### config.mk
export PLATFORM = sky130hd
export DESIGN_NAME = digitron_scan_ctrl
export DESIGN_NICKNAME = d
export VERILOG_FILES = /design/src/rtl/digitron_pkg.sv /design/src/rtl/digitron_seg_decode.sv /design/src/rtl/digitron_scan_ctrl.sv
export SDC_FILE = /design/constraint.sdc
export NUM_CORES = 1
export LEC_CHECK = 0
export BUFFER_PORTS_ARGS = -buffer_cell sky130_fd_sc_hd__buf_2
export CORE_UTILIZATION = 49
export DETAILED_ROUTE_END_ITERATION = 10
export PLACE_DENSITY = 0.72
export RECOVER_POWER = 50
export SETUP_SLACK_MARGIN = 0.1
export SLEW_MARGIN = 15
export SYNTH_ARGS = -nofsm -noshare
export SYNTH_HDL_FRONTEND = slang
export SYNTH_SLANG_ARGS = --single-unit
### constraint.sdc
create_clock -name CLK -period 2.1 [get_ports CLK]
set_input_delay 0.315 -clock CLK [delete_from_list [all_inputs] [get_ports CLK]]
set_output_delay 0.315 -clock CLK [all_outputs]
set_load 0.01 [all_outputs]
### src/rtl/digitron_pkg.sv
// Shared constants and types for the multiplexed 7-segment scan driver.
package digitron_pkg;

  localparam logic [6:0] SEG_0     = 7'h3F;
  localparam logic [6:0] SEG_1     = 7'h06;
  localparam logic [6:0] SEG_2     = 7'h5B;
  localparam logic [6:0] SEG_3     = 7'h4F;
  localparam logic [6:0] SEG_4     = 7'h66;
  localparam logic [6:0] SEG_5     = 7'h6D;
  localparam logic [6:0] SEG_6     = 7'h7D;
  localparam logic [6:0] SEG_7     = 7'h07;
  localparam logic [6:0] SEG_8     = 7'h7F;
  localparam logic [6:0] SEG_9     = 7'h6F;
  localparam logic [6:0] SEG_DASH  = 7'h40;
  localparam logic [6:0] SEG_BLANK = 7'h00;

  localparam logic [3:0] BCD_DASH = 4'd10;

  // Digit selects are active low; every select parked at this level is "no digit".
  localparam logic CS_IDLE = 1'b1;

  typedef enum logic {
    PHASE_VISIBLE = 1'b0,
    PHASE_HIDDEN  = 1'b1
  } blink_phase_e;

  typedef struct packed {
    logic       dp;
    logic [6:0] seg;
  } seg_word_t;

endpackage

### src/rtl/digitron_seg_decode.sv
// Combinational BCD nibble to 7-segment pattern decoder (segments active high).
module digitron_seg_decode
  import digitron_pkg::*;
(
  input  logic [3:0] nib_i,
  output logic [6:0] seg_c_o
);

  always_comb begin
    seg_c_o = SEG_BLANK;
    case (nib_i)
      4'd0:     seg_c_o = SEG_0;
      4'd1:     seg_c_o = SEG_1;
      4'd2:     seg_c_o = SEG_2;
      4'd3:     seg_c_o = SEG_3;
      4'd4:     seg_c_o = SEG_4;
      4'd5:     seg_c_o = SEG_5;
      4'd6:     seg_c_o = SEG_6;
      4'd7:     seg_c_o = SEG_7;
      4'd8:     seg_c_o = SEG_8;
      4'd9:     seg_c_o = SEG_9;
      BCD_DASH: seg_c_o = SEG_DASH;
      default:  seg_c_o = SEG_BLANK;
    endcase
  end

endmodule

### src/rtl/digitron_scan_ctrl.sv
// Time-multiplexed common-cathode display scanner with per-digit enable, blink,
// decimal point, anti-ghosting dead time and leading-zero suppression.
module digitron_scan_ctrl
  import digitron_pkg::*;
#(
  parameter int unsigned NUM_DIGITS   = 4,
  parameter int unsigned SCAN_TICKS   = 50000,
  parameter int unsigned BLANK_TICKS  = 500,
  parameter int unsigned BLINK_FRAMES = 125
) (
  input  logic                    CLK,
  input  logic                    RSTn,
  input  logic [4*NUM_DIGITS-1:0] Digit_Data,
  input  logic [NUM_DIGITS-1:0]   Digit_Enable,
  input  logic [NUM_DIGITS-1:0]   Blink_Mask,
  input  logic [NUM_DIGITS-1:0]   DP_Mask,
  input  logic                    Lz_Suppress,
  output logic [7:0]              Digitron_Out,
  output logic [NUM_DIGITS-1:0]   DigitronCS_Out,
  output logic                    Frame_Start
);

  localparam int unsigned TICK_W = $clog2(SCAN_TICKS);
  localparam int unsigned IDX_W  = (NUM_DIGITS > 1) ? $clog2(NUM_DIGITS) : 1;
  localparam int unsigned FRM_W  = (BLINK_FRAMES > 1) ? $clog2(BLINK_FRAMES) : 1;

  localparam logic [TICK_W-1:0] TICK_LAST = TICK_W'(SCAN_TICKS - 1);
  localparam logic [IDX_W-1:0]  IDX_LAST  = IDX_W'(NUM_DIGITS - 1);
  localparam logic [FRM_W-1:0]  FRM_LAST  = FRM_W'(BLINK_FRAMES - 1);

  logic [TICK_W-1:0]     tick_q, tick_d;
  logic [IDX_W-1:0]      idx_q, idx_d;
  logic [FRM_W-1:0]      frm_q, frm_d;
  blink_phase_e          phase_q, phase_d;
  seg_word_t             seg_q, seg_d;
  logic [NUM_DIGITS-1:0] cs_q, cs_d;
  logic                  fs_q, fs_d;

  logic [NUM_DIGITS-1:0] zero_or_off;
  logic [NUM_DIGITS-1:0] lz_supp;
  logic                  in_blank;

  // Digit i is a leading zero when it and every enabled digit above it read 0.
  for (genvar gi = 0; gi < NUM_DIGITS; gi++) begin : g_lz
    assign zero_or_off[gi] = (Digit_Data[4*gi +: 4] == 4'd0) | ~Digit_Enable[gi];
    if (gi == 0) begin : g_lsd
      assign lz_supp[gi] = 1'b0;
    end else if (gi == NUM_DIGITS - 1) begin : g_msd
      assign lz_supp[gi] = Lz_Suppress & (Digit_Data[4*gi +: 4] == 4'd0);
    end else begin : g_mid
      assign lz_supp[gi] = Lz_Suppress & (Digit_Data[4*gi +: 4] == 4'd0)
                         & (&zero_or_off[NUM_DIGITS-1:gi+1]);
    end
  end

  if (BLANK_TICKS == 0) begin : g_no_blank
    assign in_blank = 1'b0;
  end else begin : g_blank
    assign in_blank = (tick_q < TICK_W'(BLANK_TICKS));
  end

  logic [3:0] nib_sel;
  logic       en_sel, blink_sel, dp_sel, supp_sel;
  logic [6:0] seg_c;

  // Select the attributes of the digit currently being scanned.
  always_comb begin
    nib_sel   = 4'd0;
    en_sel    = 1'b0;
    blink_sel = 1'b0;
    dp_sel    = 1'b0;
    supp_sel  = 1'b0;
    for (int unsigned i = 0; i < NUM_DIGITS; i++) begin
      if (idx_q == IDX_W'(i)) begin
        nib_sel   = Digit_Data[4*i +: 4];
        en_sel    = Digit_Enable[i];
        blink_sel = Blink_Mask[i];
        dp_sel    = DP_Mask[i];
        supp_sel  = lz_supp[i];
      end
    end
  end

  digitron_seg_decode u_decode (
    .nib_i   (nib_sel),
    .seg_c_o (seg_c)
  );

  logic dark;

  always_comb begin
    tick_d  = tick_q + TICK_W'(1);
    idx_d   = idx_q;
    frm_d   = frm_q;
    phase_d = phase_q;
    seg_d   = '0;
    cs_d    = {NUM_DIGITS{CS_IDLE}};
    fs_d    = (tick_q == '0) && (idx_q == '0);

    // Slot wrap advances the digit; a digit wrap ends the frame and may flip blink.
    if (tick_q == TICK_LAST) begin
      tick_d = '0;
      if (idx_q == IDX_LAST) begin
        idx_d = '0;
        if (frm_q == FRM_LAST) begin
          frm_d   = '0;
          phase_d = (phase_q == PHASE_VISIBLE) ? PHASE_HIDDEN : PHASE_VISIBLE;
        end else begin
          frm_d = frm_q + FRM_W'(1);
        end
      end else begin
        idx_d = idx_q + IDX_W'(1);
      end
    end

    dark = in_blank | ~en_sel | (blink_sel & (phase_q == PHASE_HIDDEN)) | supp_sel;
    if (!dark) begin
      seg_d.dp  = dp_sel;
      seg_d.seg = seg_c;
      cs_d      = ~(NUM_DIGITS'(1) << idx_q);
    end
  end

  always_ff @(posedge CLK) begin
    if (!RSTn) begin
      tick_q  <= '0;
      idx_q   <= '0;
      frm_q   <= '0;
      phase_q <= PHASE_VISIBLE;
      seg_q   <= '0;
      cs_q    <= {NUM_DIGITS{CS_IDLE}};
      fs_q    <= 1'b0;
    end else begin
      tick_q  <= tick_d;
      idx_q   <= idx_d;
      frm_q   <= frm_d;
      phase_q <= phase_d;
      seg_q   <= seg_d;
      cs_q    <= cs_d;
      fs_q    <= fs_d;
    end
  end

  assign Digitron_Out   = seg_q;
  assign DigitronCS_Out = cs_q;
  assign Frame_Start    = fs_q;

endmodule
==> summary.md <==
| Metric | Value |
|---|---|
| I/O pins | `44` |
| Clock Path Buffers | `2` |
| Initial antenna violation count | `0` |
| DRC errors left | `0` |
| TritonCTS Buffers | `5` |
| DRT iter0 DRCs | `between 150 and 200` |
| DR pass1 iterations | `4` |
| Async S/R FF share, synth | `0` |
| Total gr overflow | `0` |
| Vias in the first global route | `1811` |
| RSZ-0062 raised after global routing | `yes` |
| Worst hold path class | `in2reg` |
| Area growth from synthesis to layout | `33.5%` |
| CTS sink count | `39` |
| Part of the power in registers | `0.489` |
| Starting density of the core | `0.522` |
| Placed cells | `353` |
| Post-route ant nets | `0` |
| Arr. time, crit path | `roughly 2.3 ns` |
| Synth Flop Type | `dfxtp_1` |
| # hold bufs at CTS | `0` |
| Placer Congestion | `0.862` |
| Cell Area, Synth | `2130 um2` |
| Wire per inst | `14.7 um` |
| Post-route minimum period | `between 2 and 2.5 ns` |
| FILL cells | `323` |
| Core area | `4090 um2` |
| Register area share after synthesis | `0.366` |
| Fin. Hold Viols | `0` |
| Max Slew Vio Count | `0` |
| Max Cap Viol | `0` |
| H-tree levels | `2` |
| Peak Freq | `476 MHz` |
| Hpwl dp | `3630 um` |
| Startpoint types | `register` |
| Clock latency on the worst-skew pair | `0.29 ns` |
| Leakage | `1.16 nW` |
| First-pass GRT wire length | `slightly below 8000 um` |
| Met2 routed wirelength | `2560 um` |
| Tot GR Track Use | `0.225` |
| Utilization after layout | `0.696` |
| TNS Setup | `-0.00197 ns` |
| P_sw | `0.000343 W` |
| Failing checks | `negative setup slack` |
| Die Y | `68.0 um` |
| Cell variety after synth | `47` |
| Worst Path Class, Setup | `reg2reg` |
| Synth Area per Inst | `between 8 and 9 um2` |
| Ant diodes | `0` |
| Internal | `0.00119 W` |
| Clk pin slew, worst setup/hold paths | `around 0.08 ns` |
| Synth Warn # | `0` |
| Syn nets | `302` |
| Clock Skew | `0.00565 ns` |
| Final net count | `374` |
| Post-synth EDFFs | `0` |
| Synth area leader | `dfxtp_1` |
| Most frequent cell after synthesis | `dfxtp_1` |
| Die X | `68.0 um` |
| Die area | `4620 um2` |
| Power Total | `0.00153 W` |
| Vias per inst | `5.62` |
| Final non-filler cell total | `380` |
| Pin count of the biggest net entering global routing | `16` |
| M1 wire length | `2490 um` |
| CTS root buf | `clkbuf_8` |
| Synth Instances | `approximately 260` |
| Synth area leaders | `dfxtp_1, ha_1, nor2_1, nand2_1, xor2_1` |
| PD cells | `539 nW/um2` |
| Worst Path Max Fanout | `8` |
| Outcome | `finished, violations left` |
| Worst setup margin | `-0.00197 ns` |
| Final setup violation count | `1` |
| Sw frac | `0.223` |
| WL met3 | `401 um` |
| Post-synth top cells | `dfxtp_1, nor2_1, nand2_1` |
| Slew margin rel. | `0.646` |
| Layout cells sized above 1 | `0.294` |
| #FFs+latches synth | `39` |
| CTS tree | `done` |
| Worst VDD drop | `just over 0.4 mV` |
| Worst-margin pin slew | `0.527 ns` |
| Row cnt | `23` |
| Fraction of the cycle the final worst path needs | `1.00` |
| Top sig layer | `met4` |
| Clock power share | `0.425` |
| CP endpoint kind | `register` |
| # port buffers | `43` |
| Via count | `between 2000 and 2500` |
| Cell area after layout | `2850 um2` |
| Comb pwr share | `0.087` |
| Yosys top cell area share | `0.366` |
| Placed instance area | `2480 um2` |
| DRT Wirelength | `~5600 um` |
| CP required | `2.31 ns` |
## placed cells by master (no fill, tap or decap), types with 5 or more instances in the layout
master,count
nand4_1,9
xnor2_1,6
nand3_1,8
nor2_1,32
ha_4,5
clkbuf_8,6
buf_2,30
clkbuf_1,14
nor4_1,5
a21oi_1,9
nand2_1,26
dfxtp_1,37
inv_1,12
or2_2,5
buf_4,24
xor2_1,9
ha_1,8
## final timing paths
kind,from,endpoint,slack [ns],cells after the start
hold reg to reg,tick_q[0],tick_q[0],0.48,1
hold / removal,DP_Mask[3],Digitron_Out[7],0.27,3
setup reg to reg,idx_q[0],Digitron_Out[0],-0.002,12
setup / recovery,idx_q[0],Digitron_Out[0],-0.002,12
## kinds of logic after synthesis
logic type               after synthesis  synth area share
AO/OA/AOI/OAI                         49             0.154
buffers and inverters                 21            0.0399
XOR/XNOR                              15            0.0616
AND/OR/NAND/NOR                      117             0.287
multiplexers                           2           0.00939
adder cells (fa/ha/maj)               14            0.0822
flip-flops                            39             0.366
## area by class of cell
type | count | area, um2 | share of cell area
Multi-Input combinational cell | 198 | 1400 | 0.493
Sequential cell | 39 | 788 | 0.277
Timing Repair Buffer | 71 | 419 | 0.147
Clock buffer | 6 | 82.6 | 0.0290
Tap cell | 50 | 62.6 | 0.0220
Inverter | 14 | 56.3 | 0.0198
Clock inverter | 2 | 35.0 | 0.0123
## stage by stage
stage               hold WS (ns)  setup slack, ns
floorplan                  0.434            0.113
global placement           0.457           0.0368
detailed placement         0.467         -0.00605
CTS                        0.267           0.0811
global route               0.327          -0.0918
finish                     0.270         -0.00197
## power by group through the flow
stage	clock [W]	combinational, W	sequential (W)
2_1_floorplan	0	0.0000592	0.000769
3_3_place_gp	0	0.000115	0.000769
3_5_place_dp	0	0.000115	0.000769
4_1_cts	0.000665	0.000120	0.000751
5_1_grt	0.000696	0.000147	0.000750
6_report	0.000651	0.000133	0.000749
## repair_timing
| action | in CTS | in global routing |
|---|---|---|
| gates cloned | 0 | 1 |
| buffers inserted | 2 | 16 |
| endpoints found under the setup margin | 11 | 15 |
| resized for setup | 6 | 28 |
| pin swaps | 3 | 13 |
## flip-flops by register name, summed over array words and instances, names as in the netlist
signal / count
tick_q: 16
phase_q: 1
DigitronCS_Out: 4
Digitron_Out: 8
frm_q: 7
idx_q: 2
Frame_Start: 1
## layer usage
layer	vias up	global-route usage
li1	1046	-
met4	0	0.0755
met3	14	0.0383
met2	88	0.355
met1	986	0.307
met5	-	0
## worst max-delay path: stages (launching register included)
cell and delay, ns:
dfxtp_4 0.41, clkinvlp_4 0.16, ha_4 0.23, nand2b_4 0.08, o22ai_1 0.08, a21o_1 0.21
buf_6 0.14, buf_4 0.12, buf_4 0.13, ha_1 0.17, nand2_1 0.06, nand3_1 0.08
a21oi_1 0.17
(Power assumes the default switching activity.)
